### src/rtl/timer_pkg.sv
// Shared types and constants for the two-digit BCD countdown timer.
package timer_pkg;

  typedef enum logic [1:0] {
    IDLE   = 2'd0,
    RUN    = 2'd1,
    PAUSED = 2'd2,
    DONE   = 2'd3
  } timer_state_t;

  typedef logic [3:0] bcd_digit_t;

  localparam bcd_digit_t BCD_MAX = 4'd9;

  // Saturate an out-of-range preset digit to 9 so no non-BCD value is ever loaded.
  function automatic bcd_digit_t bcd_clamp(input bcd_digit_t d);
    return (d > BCD_MAX) ? BCD_MAX : d;
  endfunction

endpackage

### src/rtl/bcd_digit_down.sv
// Combinational single-digit BCD decrementer; wraps 0 -> 9 and raises borrow_out.
module bcd_digit_down
  import timer_pkg::*;
(
  input  bcd_digit_t digit,
  input  logic       borrow_in,
  output bcd_digit_t digit_next,
  output logic       borrow_out
);

  always_comb begin
    digit_next = digit;
    borrow_out = 1'b0;
    if (borrow_in) begin
      if (digit == 4'd0) begin
        digit_next = BCD_MAX;
        borrow_out = 1'b1;
      end else begin
        digit_next = digit - 4'd1;
      end
    end
  end

endmodule

### src/rtl/bcd_countdown_timer.sv
// Two-digit BCD countdown timer (00-99) with a clock prescaler and IDLE/RUN/PAUSED/DONE control.
module bcd_countdown_timer
  import timer_pkg::*;
#(
  parameter int unsigned CYCLES_PER_TICK = 50_000_000
) (
  input  logic       clk,
  input  logic       rst_n,
  input  logic       start,
  input  logic       pause,
  input  logic [3:0] preset_tens,
  input  logic [3:0] preset_units,
  output logic [3:0] tens,
  output logic [3:0] units,
  output logic       running,
  output logic       expired,
  output logic       done
);

  localparam int unsigned PRESCALE_W = $clog2(CYCLES_PER_TICK);
  localparam logic [PRESCALE_W-1:0] PRESCALE_LAST = PRESCALE_W'(CYCLES_PER_TICK - 1);

  timer_state_t          state_q, state_d;
  logic [PRESCALE_W-1:0] presc_q, presc_d;
  bcd_digit_t            tens_q, tens_d;
  bcd_digit_t            units_q, units_d;
  logic                  expired_q, expired_d;
  logic                  running_q, done_q;

  bcd_digit_t            units_dec, tens_dec;
  bcd_digit_t            load_tens, load_units;
  logic                  units_borrow, tens_borrow;

  bcd_digit_down u_units_dec (
    .digit      (units_q),
    .borrow_in  (1'b1),
    .digit_next (units_dec),
    .borrow_out (units_borrow)
  );

  bcd_digit_down u_tens_dec (
    .digit      (tens_q),
    .borrow_in  (units_borrow),
    .digit_next (tens_dec),
    .borrow_out (tens_borrow)
  );

  assign load_tens  = bcd_clamp(preset_tens);
  assign load_units = bcd_clamp(preset_units);

  // Next-state logic: start overrides everything; RUN and un-paused PAUSED count identically.
  always_comb begin
    state_d   = state_q;
    presc_d   = presc_q;
    tens_d    = tens_q;
    units_d   = units_q;
    expired_d = 1'b0;

    if (start) begin
      tens_d  = load_tens;
      units_d = load_units;
      presc_d = '0;
      if ((load_tens == 4'd0) && (load_units == 4'd0)) begin
        state_d   = DONE;
        expired_d = 1'b1;
      end else if (pause) begin
        state_d = PAUSED;
      end else begin
        state_d = RUN;
      end
    end else begin
      case (state_q)
        RUN, PAUSED: begin
          if (pause) begin
            state_d = PAUSED;
          end else begin
            state_d = RUN;
            if (presc_q == PRESCALE_LAST) begin
              presc_d = '0;
              // A borrow out of the tens digit would mean counting below 00; never let it through.
              if (!tens_borrow) begin
                tens_d  = tens_dec;
                units_d = units_dec;
                if ((tens_dec == 4'd0) && (units_dec == 4'd0)) begin
                  state_d   = DONE;
                  expired_d = 1'b1;
                end
              end
            end else begin
              presc_d = presc_q + PRESCALE_W'(1);
            end
          end
        end
        default: ;
      endcase
    end
  end

  always_ff @(posedge clk or negedge rst_n) begin
    if (!rst_n) begin
      state_q   <= IDLE;
      presc_q   <= '0;
      tens_q    <= 4'd0;
      units_q   <= 4'd0;
      expired_q <= 1'b0;
      running_q <= 1'b0;
      done_q    <= 1'b0;
    end else begin
      state_q   <= state_d;
      presc_q   <= presc_d;
      tens_q    <= tens_d;
      units_q   <= units_d;
      expired_q <= expired_d;
      running_q <= (state_d == RUN);
      done_q    <= (state_d == DONE);
    end
  end

  assign tens    = tens_q;
  assign units   = units_q;
  assign running = running_q;
  assign expired = expired_q;
  assign done    = done_q;

endmodule
### config.mk
export PLATFORM = sky130hd
export DESIGN_NAME = bcd_countdown_timer
export DESIGN_NICKNAME = d
export VERILOG_FILES = /design/src/rtl/timer_pkg.sv /design/src/rtl/bcd_digit_down.sv /design/src/rtl/bcd_countdown_timer.sv
export SDC_FILE = /design/constraint.sdc
export NUM_CORES = 1
export LEC_CHECK = 0
export ABC_AREA = 1
export BUFFER_PORTS_ARGS = -buffer_cell sky130_fd_sc_hd__buf_2
export CORE_MARGIN = 3
export CORE_UTILIZATION = 60
export DETAILED_ROUTE_END_ITERATION = 10
export GPL_TIMING_DRIVEN = 0
export PLACE_DENSITY = 0.84
export SLEW_MARGIN = 25
export SYNTH_ARGS = -nofsm -noshare
export SYNTH_HDL_FRONTEND = slang
export SYNTH_SLANG_ARGS = --single-unit
### constraint.sdc
create_clock -name clk -period 2.8 [get_ports clk]
set_clock_uncertainty 0.2 [all_clocks]
set_input_delay 0.84 -clock clk [delete_from_list [all_inputs] [get_ports clk]]
set_output_delay 0.84 -clock clk [all_outputs]
set_load 0.05 [all_outputs]
==> metrics, run 1 <==
Cell Rows=22; CP required=2810 ps; sequential power share=0.483; fmax=481 MHz; cell breakdown of the critical path=buf_2, a21oi_1, nand2_1, inv_1, nand3_1, inv_1, nand2_1, o21ai_0; Die H=approximately 69 µm; Top Family by Delay on Critical Path=buffers and inverters; VDD IR max=0.379 mV; Tot GR Track Use=0.237; WL per Instance=about 13 µm; combinational share of power=0.233; Clock power frac=0.284; Post-Layout Cell Count=~430; Hold-fix buffers, CTS=0; min Tclk post-route=2080 ps; worst-margin pin slew=868 ps; final hold vios=0; Yosys reg bits=39; gp weighted congestion=roughly 0.9; slew margin rel.=0.422; Tightest Hold Check Type=reg2reg; mapped cell area=2420 µm²; dpl hpwl=just over 4000 µm; CP Launch Type=primary input; gr ovfl total=0; core area=3770 µm²; Num CTS Buffers=5; drt first pass iters=4; WP depth=8; CP max FO=8; maximum root-to-sink buffer count=2; detailed-route wire length=~5400 µm; Bufs and invs on worst path=3; Worst Path Arrival=2090 ps; status=completed; Mapped Cells=347; register-to-register setup slack=740 ps; CTS tree=built; slowest stage delay, CP=250 ps; first-pass GRT wire length=9490 µm; post-synthesis sequential area ratio=0.404; Clock Root Buffer=clkbuf_8; pin count of the biggest net entering global routing=40; Residual DRC=0; number of routed nets with antenna violations=0; vias post-DR=2,355; Final Cycle Share=0.743; top_reg_cell synth=dfrtp_1; PD cells=between 400 and 500 nW/µm²; Synth top area share=0.404; # clock sinks=39; Mean Syn Cell Area=6.96 µm²; Crit. End Element=flip-flop; R2R cell count=10; final setup vio count=0; die area=4820 µm²; P&R area growth vs syn=10.4%; Yosys warning count=0; final slew viol count=0; Static Leak=1.29 nW; clk slew on worst S/H paths=~70 ps; vias in the first global route=2,265; # H-tree levels=2; critical path's slowest cell=inv_1; Crit Path Class=in2reg; switching power=0.000433 W; dpl cells=between 400 and 500; initial core utilization=0.641; setup bufs post-CTS=0; RSZ-0062 raised after global routing=false; synth top area cells=dfrtp_1 40%, nand2_1 14%, nor2_1 7.6%; vias per cell=5.54; top-count cell post-synth=nand2_1; initial antenna violation count=0; share of cells above drive strength 1=0.138; Post-synth EDFFs=0; IO Count=23; P_int=0.000846 W; Worst Hold Depth=2; setup TNS=0 ps; final net count=slightly below 400; syn_nets=360; Die X=69.5 µm; top cells by count, synth=88 x nand2_1, 49 x nor2_1, 43 x inv_1; clock insertion delay at the later pin of the skew report=290 ps; Switching Share=0.339; count of cell types in the netlist=32; ys async rst share=1.00; # port buffers=22; Resized Gates After CTS=0; Initial DRC Count=129; cell taking the most area after synthesis=dfrtp_1; max-capacitance violation count=0; Ant. Diodes=0
final timing paths:
| path | startpoint | end |
|---|---|---|
| setup / recovery | pause | presc_q[22] |
| hold / removal | presc_q[1] | presc_q[1] |
| setup reg to reg | presc_q[0] | presc_q[3] |
| max in group asynchronous | rst_n | presc_q[23] |
| min in group asynchronous | rst_n | presc_q[11] |
| hold reg to reg | presc_q[1] | presc_q[1] |
final cells by class:
| type | count | area [µm²] |
|---|---|---|
| fillers | 309 | 1100 |
| plain buffers | 6 | 41.3 |
| multi-input cells | 257 | 1230 |
| inverters | 45 | 169 |
| flip-flops and latches | 39 | 976 |
| well taps | 48 | 60.1 |
| clock inverters | 1 | 5.00 |
| clock buffers | 7 | 76.3 |
| repair buffers | 22 | 110 |
cell usage in the layout (no fill, tap or decap), drive strengths merged, types with 10 or more instances in the layout:
cell | Yosys | layout
a21oi | 20 | 20
buf | 5 | 27
dfrtp | 39 | 39
inv | 45 | 45
nand2 | 94 | 94
nand3 | 25 | 25
nand4 | 11 | 11
nor2 | 54 | 54
nor3 | 10 | 10
o21ai | 24 | 24
tightest hold or removal path, cell delays in order, from the launching register on:
cell,delay [ps]
dfrtp_1,380
nand2_1,60
nand2_1,60
per-stage QoR:
stage          power, W  hold WS [ps]  area, µm²  utilization  setup WS [ps]
3_3_place_gp   0.000920           290       2590        0.686            476
2_1_floorplan  0.000841           275       2420            -            737
6_report        0.00128           326       2670        0.707            720
4_1_cts         0.00129           333       2670        0.707            739
5_1_grt         0.00135           357       2670        0.707            558
3_5_place_dp   0.000924           317       2590        0.686            466
routing by layer:
layer / global-route usage / routed length [µm] / vias to the layer above
li1: - / - / 1183
met1: 0.307 / 2360 / 1075
met2: 0.400 / 2590 / 83
met3: 0.0362 / 310 / 14
met4: 0.0868 / 104 / 0
met5: 0 / 0 / -
registers in the layout (all words and copies together), names as in the netlist:
| signal | count |
|---|---|
| presc_q | 26 |
| units | 4 |
| tens | 4 |
| running | 1 |
| done | 1 |
| expired | 1 |
| state_q | 2 |
cell families after synthesis:
group	Yosys count	share of synthesized area
adder cells (fa/ha/maj)	1	0.00518
buffers and inverters	51	0.0870
multiplexers	1	0.00414
AND/OR/NAND/NOR	197	0.363
AO/OA/AOI/OAI	55	0.126
flip-flops	39	0.404
XOR/XNOR	3	0.0109
power groups by stage:
stage | clock network [W] | registers (W) | logic [W]
2_1_floorplan | 0 | 0.000701 | 0.000141
3_3_place_gp | 0 | 0.000627 | 0.000292
3_5_place_dp | 0 | 0.000627 | 0.000297
4_1_cts | 0.000372 | 0.000616 | 0.000298
5_1_grt | 0.000393 | 0.000621 | 0.000332
6_report | 0.000364 | 0.000617 | 0.000298
Note: power is estimated with default switching activity, not from simulation.
==> inputs of run 2 (changes only) <==
Settings changed: CORE_UTILIZATION 60 to 59, PLACE_DENSITY 0.84 to 0.82.
Clock period 2.8 ns to 2.1 ns, I/O delays scaled along.
==> metrics, run 2 (same netlist as run 1, synthesis figures left out) <==
Hold-fix buffers, CTS=0 (unchanged); gp weighted congestion=0.871 (-1.1%); VDD IR max=0.539 mV (+42%); Die H=70.0 µm (+0.77%); final hold vios=0 (unchanged); CP required=2120 ps (-690 ps); Design Power=0.00179 W (+40%); Num CTS Buffers=5 (unchanged); Die X=70.0 µm (+0.77%); worst-margin pin slew=871 ps (+3.70 ps); commonest non-fill, non-tap cell in the layout=nand2_1; first-pass GRT wire length=9430 µm (-0.58%); reg2reg end=presc_q[21]; pin count of the biggest net entering global routing=40 (unchanged); RSZ-0062 raised after global routing=false; placed cell areas=2590 µm² (unchanged); clk slew on worst S/H paths=80 ps (about the same); fmax=between 500 and 600 MHz; Clock power frac=0.319 (+0.035); PD cells=665 nW/µm² (+39%); Residual DRC=0 (unchanged); cell breakdown of the critical path=buf_2, a21oi_1, nand2_1, nand2_1, inv_1, buf_2, nor2_1, nor2_1, nor3_1; Switching Share=0.333 (-0.00549); combinational share of power=0.222 (-0.011); drt first pass iters=4 (unchanged); die area=4900 µm² (+1.5%); busiest grt layer=met2; CP max FO=10 (+2); slowest stage delay, CP=190 ps (-60 ps); status=completed; CTS tree=built; Crit Path Class=in2reg; dpl hpwl=4110 µm (+2.3%); Worst Path Arrival=1910 ps (-180 ps); # H-tree levels=2 (unchanged); vias in the first global route=2,224 (-1.8%); slew margin rel.=0.419 (-0.00247); met1 GRT Util=0.287 (-0.0198); clock insertion delay at the later pin of the skew report=300 ps (about the same); critical path's slowest cell=buf_2; GR met3 Demand/Resource=0.0489 (+0.0127); gr ovfl total=0 (unchanged); IO Count=23 (unchanged); max-capacitance violation count=0 (unchanged); # port buffers=22 (unchanged); DP Worst Slack=-117 ps (-583 ps); final slew viol count=0 (unchanged); detailed-route wire length=5420 µm (+0.99%); P&R area growth vs syn=11.4%; final net count=389 (unchanged); Crit Reg-Reg Startpoint=presc_q[9]; P_int=0.00119 W (+41%); grt met2 use=0.404 (+0.00356); number of routed nets with antenna violations=0 (unchanged); core area=3800 µm² (+0.73%); max reg flops=26 (unchanged); # clock sinks=39 (unchanged); min Tclk post-route=1890 ps; Tot GR Track Use=0.234 (-0.00284); Resized Gates After CTS=0 (unchanged); Static Leak=1.30 nW (+0.54%); initial core utilization=0.636 (-0.00464); switching power=0.000597 W (+38%); Tightest Hold Check Type=in2async; share of cells above drive strength 1=0.149 (+0.0106); R2R cell count=9 (-1); WHS=242 ps (-84.1 ps); sequential power share=0.460 (-0.023); Ant. Diodes=0 (unchanged); count of filler cells inserted in the layout=338 (+9.4%); Cell Rows=22 (unchanged); CP Launch Type=primary input; final setup vio count=0 (unchanged); Crit. End Element=flip-flop; Biggest register=presc_q; WL per Instance=12.8 µm (+0.99%); vias per cell=5.63 (+1.6%); Clock Root Buffer=clkbuf_8; final setup margin=210 ps (-510 ps); Post-Layout Inst Area=2690 µm² (+0.89%); setup bufs post-CTS=0 (unchanged); maximum root-to-sink buffer count=2 (unchanged); Initial DRC Count=169 (+31%); register-to-register setup slack=220 ps (-520 ps); vias post-DR=2,392 (+1.6%); Final Cycle Share=0.900; initial antenna violation count=0 (unchanged); most frequent cells in the layout=87 x nand2_1, 48 x nor2_1, 42 x inv_1, 39 x dfrtp_1, 25 x buf_2
run 2: cell types whose count changed in the layout (fill, tap and decap cells not counted):
cell and delta:
clkinv_2 -1, nand2_2 +1, inv_1 -1, clkbuf_1 -1
nor2_2 +1, inv_2 +1, nor2_1 -1, nand2_1 -1
clkbuf_8 +2
run 2: worst max-delay path, delay by kind of cell:
kind / cells / cell delay, ps
AND/OR/NAND/NOR: 5 / 720
buffers and inverters: 3 / 380
AO/OA/AOI/OAI: 1 / 170
run 2: cell type report:
type / instances / area (µm²) / area share
buffer: 6 / 41.3 / 0.0153
clock buffer: 8 / 100 / 0.0372
inverter: 45 / 169 / 0.0628
multi-input combinational: 257 / 1230 / 0.459
sequential: 39 / 976 / 0.363
tap: 48 / 60.1 / 0.0223
timing repair buffer: 22 / 110 / 0.0409
run 2: power by group through the flow:
stage	Clock [W]	Sequential (W)	Combinational, W
after floorplan	0	0.000934	0.000188
after global placement	0	0.000836	0.000390
after detailed placement	0	0.000837	0.000397
after CTS	0.000581	0.000823	0.000398
after global routing	0.000610	0.000830	0.000440
final	0.000570	0.000824	0.000397
run 2: how the worst max path moves through the flow:
stage / startpoint / to / slack (ps) / cells after the start
finish: pause / presc_q[8] / 210 / 9
global route: presc_q[0] / presc_q[10] / 40 / 10
CTS: presc_q[0] / presc_q[10] / 70 / 10
detailed placement: pause / presc_q[22] / -120 / 8
global placement: pause / presc_q[23] / -8 / 9
floorplan: units[0] / tens[1] / 160 / 10
run 2: stage by stage:
stage	instances	setup TNS (ps)	utilization
after CTS	425	0	0.707
after detailed placement	417	-876	0.681
final	425	0	0.708
after floorplan	347	0	-
after global placement	417	-11.9	0.681
after global routing	425	0	0.708
run 2: routing by layer:
layer  up-vias  wire (µm)
met4         0        107
met2        82       2660
met5         -          0
met3        13        338
met1      1113       2320
li1       1184          -
==> inputs of run 3 (changes only) <==
Settings changed: CORE_UTILIZATION 59 to 55, PLACE_DENSITY 0.82 to 0.78, RECOVER_POWER set to 50.
==> metrics, run 3 (same netlist as run 1, synthesis figures left out) <==
CP required=1270 ps (-850 ps); PD cells=694 nW/µm² (+4.3%); final hold vios=0 (unchanged); vias per cell=5.58 (-0.80%); dpl cells=419 (+0.48%); Bufs and invs on worst path=1 (-2); gp weighted congestion=0.868 (-0.30%); maximum root-to-sink buffer count=2 (unchanged); sequential power share=0.439 (-0.021); clock insertion delay at the later pin of the skew report=300 ps (about the same); Ant. Diodes=0 (unchanged); critical path's slowest cell=clkbuf_1; status=completed; die area=5220 µm² (+6.7%); Post-Layout Cell Count=427 (+0.47%); cell breakdown of the critical path=clkbuf_1; Clock power frac=0.351 (+0.032); # port buffers=22 (unchanged); # H-tree levels=2 (unchanged); Post-Layout Inst Area=2710 µm² (+0.60%); min Tclk post-route=1920 ps (+32.8 ps); Top Family by Delay on Critical Path=buffers and inverters; P&R area growth vs syn=12.1%; count of filler cells inserted in the layout=387 (+14%); Num CTS Buffers=5 (unchanged); final net count=389 (unchanged); Design Power=0.00188 W (+4.9%); final setup vio count=0 (unchanged); CP Launch Type=flip-flop; Static Leak=1.30 nW (about the same); Switching Share=0.320 (-0.0132); Residual DRC=0 (unchanged); area of the multi-input gates=1230 µm² (unchanged); WHS=283 ps (+41.2 ps); Reg area=976 µm² (unchanged); worst-margin pin slew=986 ps (+114 ps); pin count of the biggest net entering global routing=40 (unchanged); initial antenna violation count=0 (unchanged); slowest stage delay, CP=470 ps (+280 ps); Util after Layout=0.658 (-0.0505); IO Count=23 (unchanged); first-pass GRT wire length=9600 µm (+1.7%); Die X=72.3 µm (+3.3%); setup bufs post-CTS=0 (unchanged); VDD IR max=0.500 mV (-7.2%); share of cells above drive strength 1=0.141 (-0.00796); Crit Path Class=reg2out; Final Cycle Share=0.915 (+0.0156); commonest non-fill, non-tap cell in the layout=nand2_1; Die H=72.3 µm (+3.3%); P_int=0.00128 W (+7.0%); combinational share of power=0.210 (-0.012); Worst Path Arrival=1090 ps (-820 ps); # clock sinks=39 (unchanged); max reg flops=26 (unchanged); gr ovfl total=0 (unchanged); max-capacitance violation count=0 (unchanged); core area=4120 µm² (+8.3%); WL per Instance=13.2 µm (+3.1%); CP max FO=1 (-9); final slew viol count=0 (unchanged); slew margin rel.=0.343 (-0.0762); CTS tree=built; switching power=0.000601 W (+0.73%); RSZ-0062 raised after global routing=false; Crit. End Element=primary output; Tightest Hold Check Type=in2async; initial core utilization=0.587 (-0.0489); drt first pass iters=4 (unchanged); number of routed nets with antenna violations=0 (unchanged); Clock Root Buffer=clkbuf_8; Cell Rows=23 (+4.5%); detailed-route wire length=5620 µm (+3.6%); fmax=520 MHz (-1.7%); clk slew on worst S/H paths=80 ps (about the same); Tot GR Track Use=0.232 (-0.00205); vias in the first global route=2,145 (-3.6%); Biggest register=presc_q; most frequent cells in the layout=87 x nand2_1, 48 x nor2_1, 43 x inv_1, 39 x dfrtp_1, 22 x nand3_1; placed cell areas=2590 µm² (about the same); dpl hpwl=4170 µm (+1.5%); vias post-DR=2,384 (-0.33%); Initial DRC Count=172 (+1.8%)
## run 3: timing repair
action	CTS	global route
hold buffers	0	0
endpoints found under the setup margin	0	6
resized for setup	0	2
## run 3: routing by layer
layer  global-route usage  routed length [µm]  up-vias
li1                     -                   -     1192
met1                0.303                2450     1099
met2                0.387                2780       84
met3               0.0457                 319        9
met4               0.0731                  69        0
met5                    0                   0        -
## run 3: per-stage QoR
stage / setup slack, ps / setup TNS (ps)
global route: 44.2 / 0
CTS: 38.9 / 0
finish: 178 / 0
detailed placement: -75.9 / -592
floorplan: 156 / 0
global placement: -16.1 / -18.7
## run 3: path summary, 6_finish.rpt
kind / start / endpoint / cells past startpoint / slack [ps]
worst min register to register: presc_q[2] / presc_q[2] / 2 / 340
worst min-delay path: rst_n / presc_q[12] / 1 / 280
min in group clk: presc_q[2] / presc_q[2] / 2 / 340
worst max register to register: presc_q[9] / presc_q[21] / 9 / 220
max in group asynchronous: rst_n / presc_q[5] / 1 / 810
worst max-delay path: running / running / 1 / 180
## run 3: layout make-up
| class | count | share of cell area |
|---|---|---|
| Multi-Input combinational cell | 257 | 0.456 |
| Sequential cell | 39 | 0.360 |
| Inverter | 45 | 0.0624 |
| Timing Repair Buffer | 22 | 0.0393 |
| Clock buffer | 6 | 0.0305 |
| Tap cell | 50 | 0.0231 |
| Buffer | 6 | 0.0152 |
| Clock inverter | 2 | 0.0129 |
## run 3: power groups by stage
stage          Sequential, W  Clock (W)  Combinational (W)
3_3_place_gp        0.000837          0           0.000391
2_1_floorplan       0.000934          0           0.000188
3_5_place_dp        0.000837          0           0.000397
4_1_cts             0.000824   0.000667           0.000398
6_report            0.000825   0.000660           0.000394
5_1_grt             0.000831   0.000694           0.000435
